$ cat config.mk
export PLATFORM = sky130hd
export DESIGN_NAME = camera_pattern_generator
export DESIGN_NICKNAME = d
export VERILOG_FILES = /design/src/rtl/camera_pattern_generator.sv
export SDC_FILE = /design/constraint.sdc
export NUM_CORES = 1
export LEC_CHECK = 0
export ABC_AREA = 1
export BUFFER_PORTS_ARGS = -buffer_cell sky130_fd_sc_hd__buf_4
export CORE_MARGIN = 2
export CORE_UTILIZATION = 45
export CTS_BUF_LIST = sky130_fd_sc_hd__clkbuf_16
export DETAILED_ROUTE_END_ITERATION = 10
export GPL_ROUTABILITY_DRIVEN = 0
export HOLD_SLACK_MARGIN = 0.05
export SYNTH_ARGS = -nofsm -noshare
export SYNTH_HDL_FRONTEND = slang
export SYNTH_SLANG_ARGS = --single-unit
$ cat constraint.sdc
create_clock -name clk -period 2.3 [get_ports clk]
set_input_delay 0.345 -clock clk [delete_from_list [all_inputs] [get_ports clk]]
set_output_delay 0.345 -clock clk [all_outputs]
set_load 0.05 [all_outputs]
$ cat src/rtl/camera_pattern_generator.sv
// Image-sensor emulator: parametrised FV/LV timing with selectable pixel patterns.
// Optional CAMERA_PATTERN_TRIGGER_EN adds a trigger port; each trigger emits one frame.
module camera_pattern_generator #(
   parameter int unsigned PIXEL_WIDTH  = 12,
   parameter int unsigned COLS         = 40,
   parameter int unsigned ROWS         = 5,
   parameter int unsigned V_BLANK      = 36,
   parameter int unsigned FV_TO_LV     = 3,
   parameter int unsigned H_BLANK      = 9,
   parameter int unsigned LV_TO_FV_END = 15,
   parameter int unsigned PIXEL_STEP   = 16
) (
   input  logic                   clk,
   input  logic                   reset,
   input  logic                   enable,
   input  logic [7:0]             frame_count,
   input  logic [1:0]             pattern_sel,
`ifdef CAMERA_PATTERN_TRIGGER_EN
   input  logic                   trigger,
`endif
   output logic                   camera_FV,
   output logic                   camera_LV,
   output logic [PIXEL_WIDTH-1:0] pixel_out,
   output logic                   frame_done,
   output logic                   busy,
   output logic [7:0]             frames_sent
);

   localparam int unsigned CNT_MAX = V_BLANK + FV_TO_LV + COLS + H_BLANK + LV_TO_FV_END;
   localparam int unsigned CW      = $clog2(CNT_MAX + 1);
   localparam int unsigned RW      = $clog2(ROWS + 1);
   localparam logic [PIXEL_WIDTH-1:0] PIX_CONST = {PIXEL_WIDTH/2{2'b10}};
   localparam logic [PIXEL_WIDTH-1:0] STEP      = PIXEL_WIDTH'(PIXEL_STEP);

   typedef enum logic [2:0] {
      IDLE, VBLANK, FV_LEAD, LINE, HBLANK, FV_TAIL
   } state_t;

   state_t                 state, state_n;
   logic [CW-1:0]          cnt, cnt_n;
   logic [RW-1:0]          row, row_n;
   logic [PIXEL_WIDTH-1:0] acc, acc_n;
   logic [7:0]             fc_r, fc_n;
   logic [1:0]             ps_r, ps_n;
   logic [7:0]             sent_n;
   logic                   done_n, fv_n, lv_n, busy_n;
   logic [PIXEL_WIDTH-1:0] pix_n;
   logic                   start_c;

`ifdef CAMERA_PATTERN_TRIGGER_EN
   assign start_c = enable & trigger;
`else
   assign start_c = enable;
`endif

   always_ff @(posedge clk or posedge reset) begin
      if (reset) begin
         state       <= IDLE;
         cnt         <= '0;
         row         <= '0;
         acc         <= '0;
         fc_r        <= '0;
         ps_r        <= '0;
         camera_FV   <= 1'b0;
         camera_LV   <= 1'b0;
         pixel_out   <= '0;
         frame_done  <= 1'b0;
         busy        <= 1'b0;
         frames_sent <= '0;
      end else begin
         state       <= state_n;
         cnt         <= cnt_n;
         row         <= row_n;
         acc         <= acc_n;
         fc_r        <= fc_n;
         ps_r        <= ps_n;
         camera_FV   <= fv_n;
         camera_LV   <= lv_n;
         pixel_out   <= pix_n;
         frame_done  <= done_n;
         busy        <= busy_n;
         frames_sent <= sent_n;
      end
   end

   // Next-state, counters, and the next value of every registered output.
   always_comb begin
      state_n = state;
      cnt_n   = cnt;
      row_n   = row;
      acc_n   = acc;
      fc_n    = fc_r;
      ps_n    = ps_r;
      sent_n  = frames_sent;
      done_n  = 1'b0;
      fv_n    = 1'b0;
      lv_n    = 1'b0;
      busy_n  = 1'b0;
      pix_n   = pixel_out;

      case (state)
         IDLE: begin
            if (start_c) begin
               state_n = VBLANK;
               cnt_n   = '0;
               row_n   = '0;
               fc_n    = frame_count;
               ps_n    = pattern_sel;
               sent_n  = '0;
            end
         end
         VBLANK: begin
            if (cnt == CW'(V_BLANK - 1)) begin
               state_n = FV_LEAD;
               cnt_n   = '0;
            end else begin
               cnt_n = cnt + CW'(1);
            end
         end
         FV_LEAD: begin
            if (cnt == CW'(FV_TO_LV - 1)) begin
               state_n = LINE;
               cnt_n   = '0;
            end else begin
               cnt_n = cnt + CW'(1);
            end
         end
         LINE: begin
            if (cnt == CW'(COLS - 1)) begin
               state_n = HBLANK;
               cnt_n   = '0;
            end else begin
               cnt_n = cnt + CW'(1);
            end
         end
         HBLANK: begin
            if (cnt == CW'(H_BLANK - 1)) begin
               cnt_n   = '0;
               row_n   = row + RW'(1);
               state_n = (row_n < RW'(ROWS)) ? LINE : FV_TAIL;
            end else begin
               cnt_n = cnt + CW'(1);
            end
         end
         FV_TAIL: begin
            if (cnt == CW'(LV_TO_FV_END - 1)) begin
               cnt_n  = '0;
               done_n = 1'b1;
               sent_n = frames_sent + 8'd1;
               // Continuation re-uses the frame_count/pattern_sel captured at start.
               if ((fc_r != 8'd0) && (sent_n == fc_r)) begin
                  state_n = IDLE;
               end else if (start_c) begin
                  state_n = VBLANK;
                  row_n   = '0;
               end else begin
                  state_n = IDLE;
               end
            end else begin
               cnt_n = cnt + CW'(1);
            end
         end
         default: state_n = IDLE;
      endcase

      fv_n   = state_n inside {FV_LEAD, LINE, HBLANK, FV_TAIL};
      lv_n   = (state_n == LINE);
      busy_n = (state_n != IDLE);

      // Pixel generation; the bus holds its value while idle.
      if (state_n != IDLE) begin
         acc_n = acc + STEP;
         case (ps_n)
            2'd0:    pix_n = acc_n;
            2'd1:    pix_n = lv_n ? PIXEL_WIDTH'(cnt_n) : '0;
            2'd2:    pix_n = (lv_n && (row_n[0] ^ cnt_n[0])) ? '1 : '0;
            default: pix_n = lv_n ? PIX_CONST : '0;
         endcase
      end
   end

endmodule

==> flow_metrics.py <==
metrics = {
    "outcome": {
        "status": "finished, final reports clean",
    },
    "setup_path": {
        "reg2reg_to": "pixel_out[7]",
        "r2r_start": "frames_sent[0]",
        "crit_arrival_ns": 2.41,
        "reg2reg_slack_ns": 0.12,
        "crit_path_start_kind": "register",
        "path_cells": "ha_4 > inv_2 > nand2_2 > nand2_1 > nor2_1 > nand3_1 > nor2_1 > nand3_1 > nor2_1 > nand2_2 > nand2_2 > nand2_2 > nand4_1 > inv_1 > nor2_2 > nand2_2 > a21oi_2",
        "cpPeakStageDelay_ns": 0.43,
        "end_kind": "register",
        "crit_type": "register to register",
        "reg2regPathDepth": 17,
        "crit_path_top_delay_cell": "dfrtp_2",
        "required_ns": 2.53,
        "cp_num_buf_inv": 2,
        "crit_family": "simple AND/OR/NAND/NOR gates",
        "critPathMaxFanout": 4,
        "path_common_cell": "nand2_2",
    },
    "timing": {
        "min_period_ns": 2.18,
        "period_share_pct": 94.7,
        "rsz0062_at_grt": "true",
        "worstMarginPinSlew_ns": 0.527,
        "final-setup-viol-count": 0,
        "fmax_mhz": 459,
        "hold_violations": 0,
        "hold_slack_ns": 0.0892,
        "fin_skew_ns": 0.00972,
        "relSlewSlack_pct": 64.8,
        "slew_viol_final": 0,
    },
    "pwr": {
        "switching_power_mw": 0.488,
        "p_sw_share_pct": 23.7,
        "intPower_mw": 1.57,
        "share_comb_of_total_power_pct": 8.4,
        "power_density_nw_per_um2": 504,
        "power.leakage_nw": 2.05,
        "p_clk_share_pct": 43.0,
        "vdd.ir_drop.worst_mv": 0.278,
        "sequentialPowerShare_pct": 48.5,
        "power.total_mw": 2.05,
    },
    "cts": {
        "cts_buffer_depth": 2,
        "path_clk_slew_ns": 0.08,
        "holdBufCountCts": 0,
        "cts.sinks": 55,
        "htree_levels": 2,
        "cts_tree": "done",
        "numCtsBuffers": 5,
        "clk_latency_ns": 0.29,
        "clockRootBuffer": "clkbuf_16",
    },
    "flow_run": {
        "drv_cap": 0,
    },
    "yosys": {
        "yosys_register_bits": 55,
        "yosysSeqAreaShare_pct": 42.6,
        "synth_fp_nets": 437,
        "yosysWarnings": 0,
        "syn-mean-instance-area_sq_um": 7.73,
        "synth_cell_types": 40,
        "synth.cell_area_sq_um": 3230,
        "synth-edff-count": 0,
        "synthCells": 418,
        "synth-main-ff-cell": "dfrtp_1",
        "ys_async_sr_fraction_pct": 100,
    },
    "die": {
        "ios": 37,
        "initial_core_util_pct": 47.0,
        "die_h_microns": 88.7,
        "row_count": 30,
        "core_area_sq_um": 6870,
        "die_w_microns": 88.7,
        "dieArea_sq_um": 7880,
    },
    "worst_hold_path": {
        "hp-class": "primary input to asynchronous set/reset pin",
    },
    "global_route": {
        "gr-total-overflow": 0,
        "grt_use_met2_pct": 34.5,
        "antenna_found_initial": 0,
        "grt_max_degree": 24,
        "grt_pass1_vias": 2642,
        "grt_use_met1_pct": 27.1,
        "grt.total_usage_pct": 20.2,
        "busiest_layer": "met2",
        "grt_pass1_wl_microns": 12300,
        "met3_usage_pct": 2.43,
    },
    "route": {
        "drc_errors": 0,
        "drt-vias-per-instance": 4.97,
        "wl_per_cell_microns": 13.4,
        "wl_microns": 7750,
        "first_iter_violations": 101,
        "ant_nets": 0,
        "first_pass_iters": 5,
        "via_count": 2883,
    },
    "final_layout": {
        "area_growth_pct": 26.1,
        "final_nets": 502,
        "instances_no_fill": 580,
        "n_antenna_cell": 0,
        "drive_gt1_share_pct": 30.4,
    },
    "placed_design": {
        "dp_hpwl_microns": 5810,
        "placed_cells": 559,
        "port_buffers": 36,
    },
}
==> registers in the layout, indices dropped and copies added (netlist names) <==
register,cells
pixel_out,12
acc,8
fc_r,8
frames_sent,8
cnt,7
row,3
state,3
ps_r,2
busy,1
camera_FV,1
camera_LV,1
frame_done,1
==> worst max-delay path by stage <==
| stage | startpoint | end | cells past startpoint |
|---|---|---|---|
| global route | frames_sent[1] | pixel_out[7] | 17 |
| global placement | cnt[0] | pixel_out[5] | 13 |
| CTS | cnt[4] | pixel_out[5] | 12 |
| floorplan | frames_sent[1] | pixel_out[5] | 15 |
| detailed placement | cnt[0] | pixel_out[5] | 13 |
| finish | frames_sent[0] | pixel_out[7] | 17 |
==> placed cells by master, fill, tap and decap left out, types with 2 or more instances in the layout <==
cell type / instances
nor2_4: 3
ha_1: 5
a21oi_2: 4
o31ai_1: 2
clkbuf_16: 5
nand3b_1: 2
nand2_1: 105
o21ai_2: 4
nor2_1: 32
nand2_4: 2
nor3_4: 2
o211ai_1: 3
nor4_1: 2
xor2_1: 10
nor3_1: 5
a21oi_1: 6
nand4_2: 2
o21ai_1: 5
inv_2: 18
nand3_2: 7
dfrtp_1: 52
inv_1: 48
o22ai_1: 6
inv_6: 2
nand4_1: 9
nor3_2: 2
nand3_1: 24
nand2_2: 11
nor2_2: 12
o21ai_0: 13
dfrtp_2: 3
buf_4: 60
or2_1: 4
nand3_4: 3
==> cell families (layout without fill, tap and decap cells) <==
kind of cell	count (synthesis)	in the layout	synth area share [%]
fa+ha+maj	6	6	2.32
compound gates	45	45	8.40
xor+xnor	11	11	2.98
flops	55	55	42.6
simple gates	231	231	35.2
buf+inv	70	136	8.48
==> layer usage <==
| metal | share of wire, % | up-vias | wire length, microns |
|---|---|---|---|
| met5 | 0 | - | 0 |
| met4 | 0.62 | 0 | 48 |
| met3 | 2.9 | 4 | 226 |
| met2 | 50 | 57 | 3870 |
| met1 | 46 | 1352 | 3600 |
| li1 | - | 1470 | - |
==> per-stage QoR <==
stage	TNS, ns	worst slack (ns)	utilization [%]	area [sq um]
4_1_cts	0	0.0378	56.4	3870
3_3_place_gp	-0.0355	-0.0200	53.8	3690
3_5_place_dp	-0.0631	-0.0348	53.8	3690
5_1_grt	-0.158	-0.0588	59.3	4080
6_report	0	0.121	59.3	4080
2_1_floorplan	0	0.000116	-	3230
==> area by class of cell <==
class,count,area [sq um]
Inverter,67,256
Clock inverter,3,47.5
Multi-Input combinational cell,293,1690
Fill cell,649,2790
Tap cell,96,120
Timing Repair Buffer,61,462
Sequential cell,55,1380
Clock buffer,5,125
==> power by group through the flow <==
stage | combinational [mW] | clock, mW | sequential, mW
global route | 0.194 | 0.929 | 0.999
finish | 0.173 | 0.883 | 0.997
detailed placement | 0.168 | 0 | 1.02
floorplan | 0.0829 | 0 | 1.04
global placement | 0.166 | 0 | 1.01
CTS | 0.169 | 0.900 | 0.996
==> repair_timing <==
action,CTS,global route
gates resized for setup,2,32
pin swaps,2,17
setup endpoints to repair,3,19
setup buffers,0,14
gates cloned,0,0
==> synth_stat cells (2+ instances only) <==
library cell,n,area share [%]
nor2_1,36,4.2
o21ai_1,7,1.1
o21ai_2,2,0.54
o211ai_1,3,0.70
or2_1,4,0.77
ha_1,6,2.3
nor4_1,2,0.39
nand3b_1,2,0.46
inv_2,13,1.5
nand3_2,5,1.5
nor3_2,2,0.62
o21ai_0,13,2.0
o22ai_1,6,1.2
nand3_1,28,4.3
nor2_2,8,1.5
nor3_4,2,1.0
dfrtp_1,55,43
nand4_2,2,0.77
nand4_1,9,1.7
a21oi_1,9,1.4
o31ai_1,2,0.46
nand2_1,112,13
nand2_2,6,1.2
inv_1,53,6.2
nor2_4,3,1.0
xor2_1,10,2.7
nor3_1,5,0.77
(Power assumes the default switching activity.)
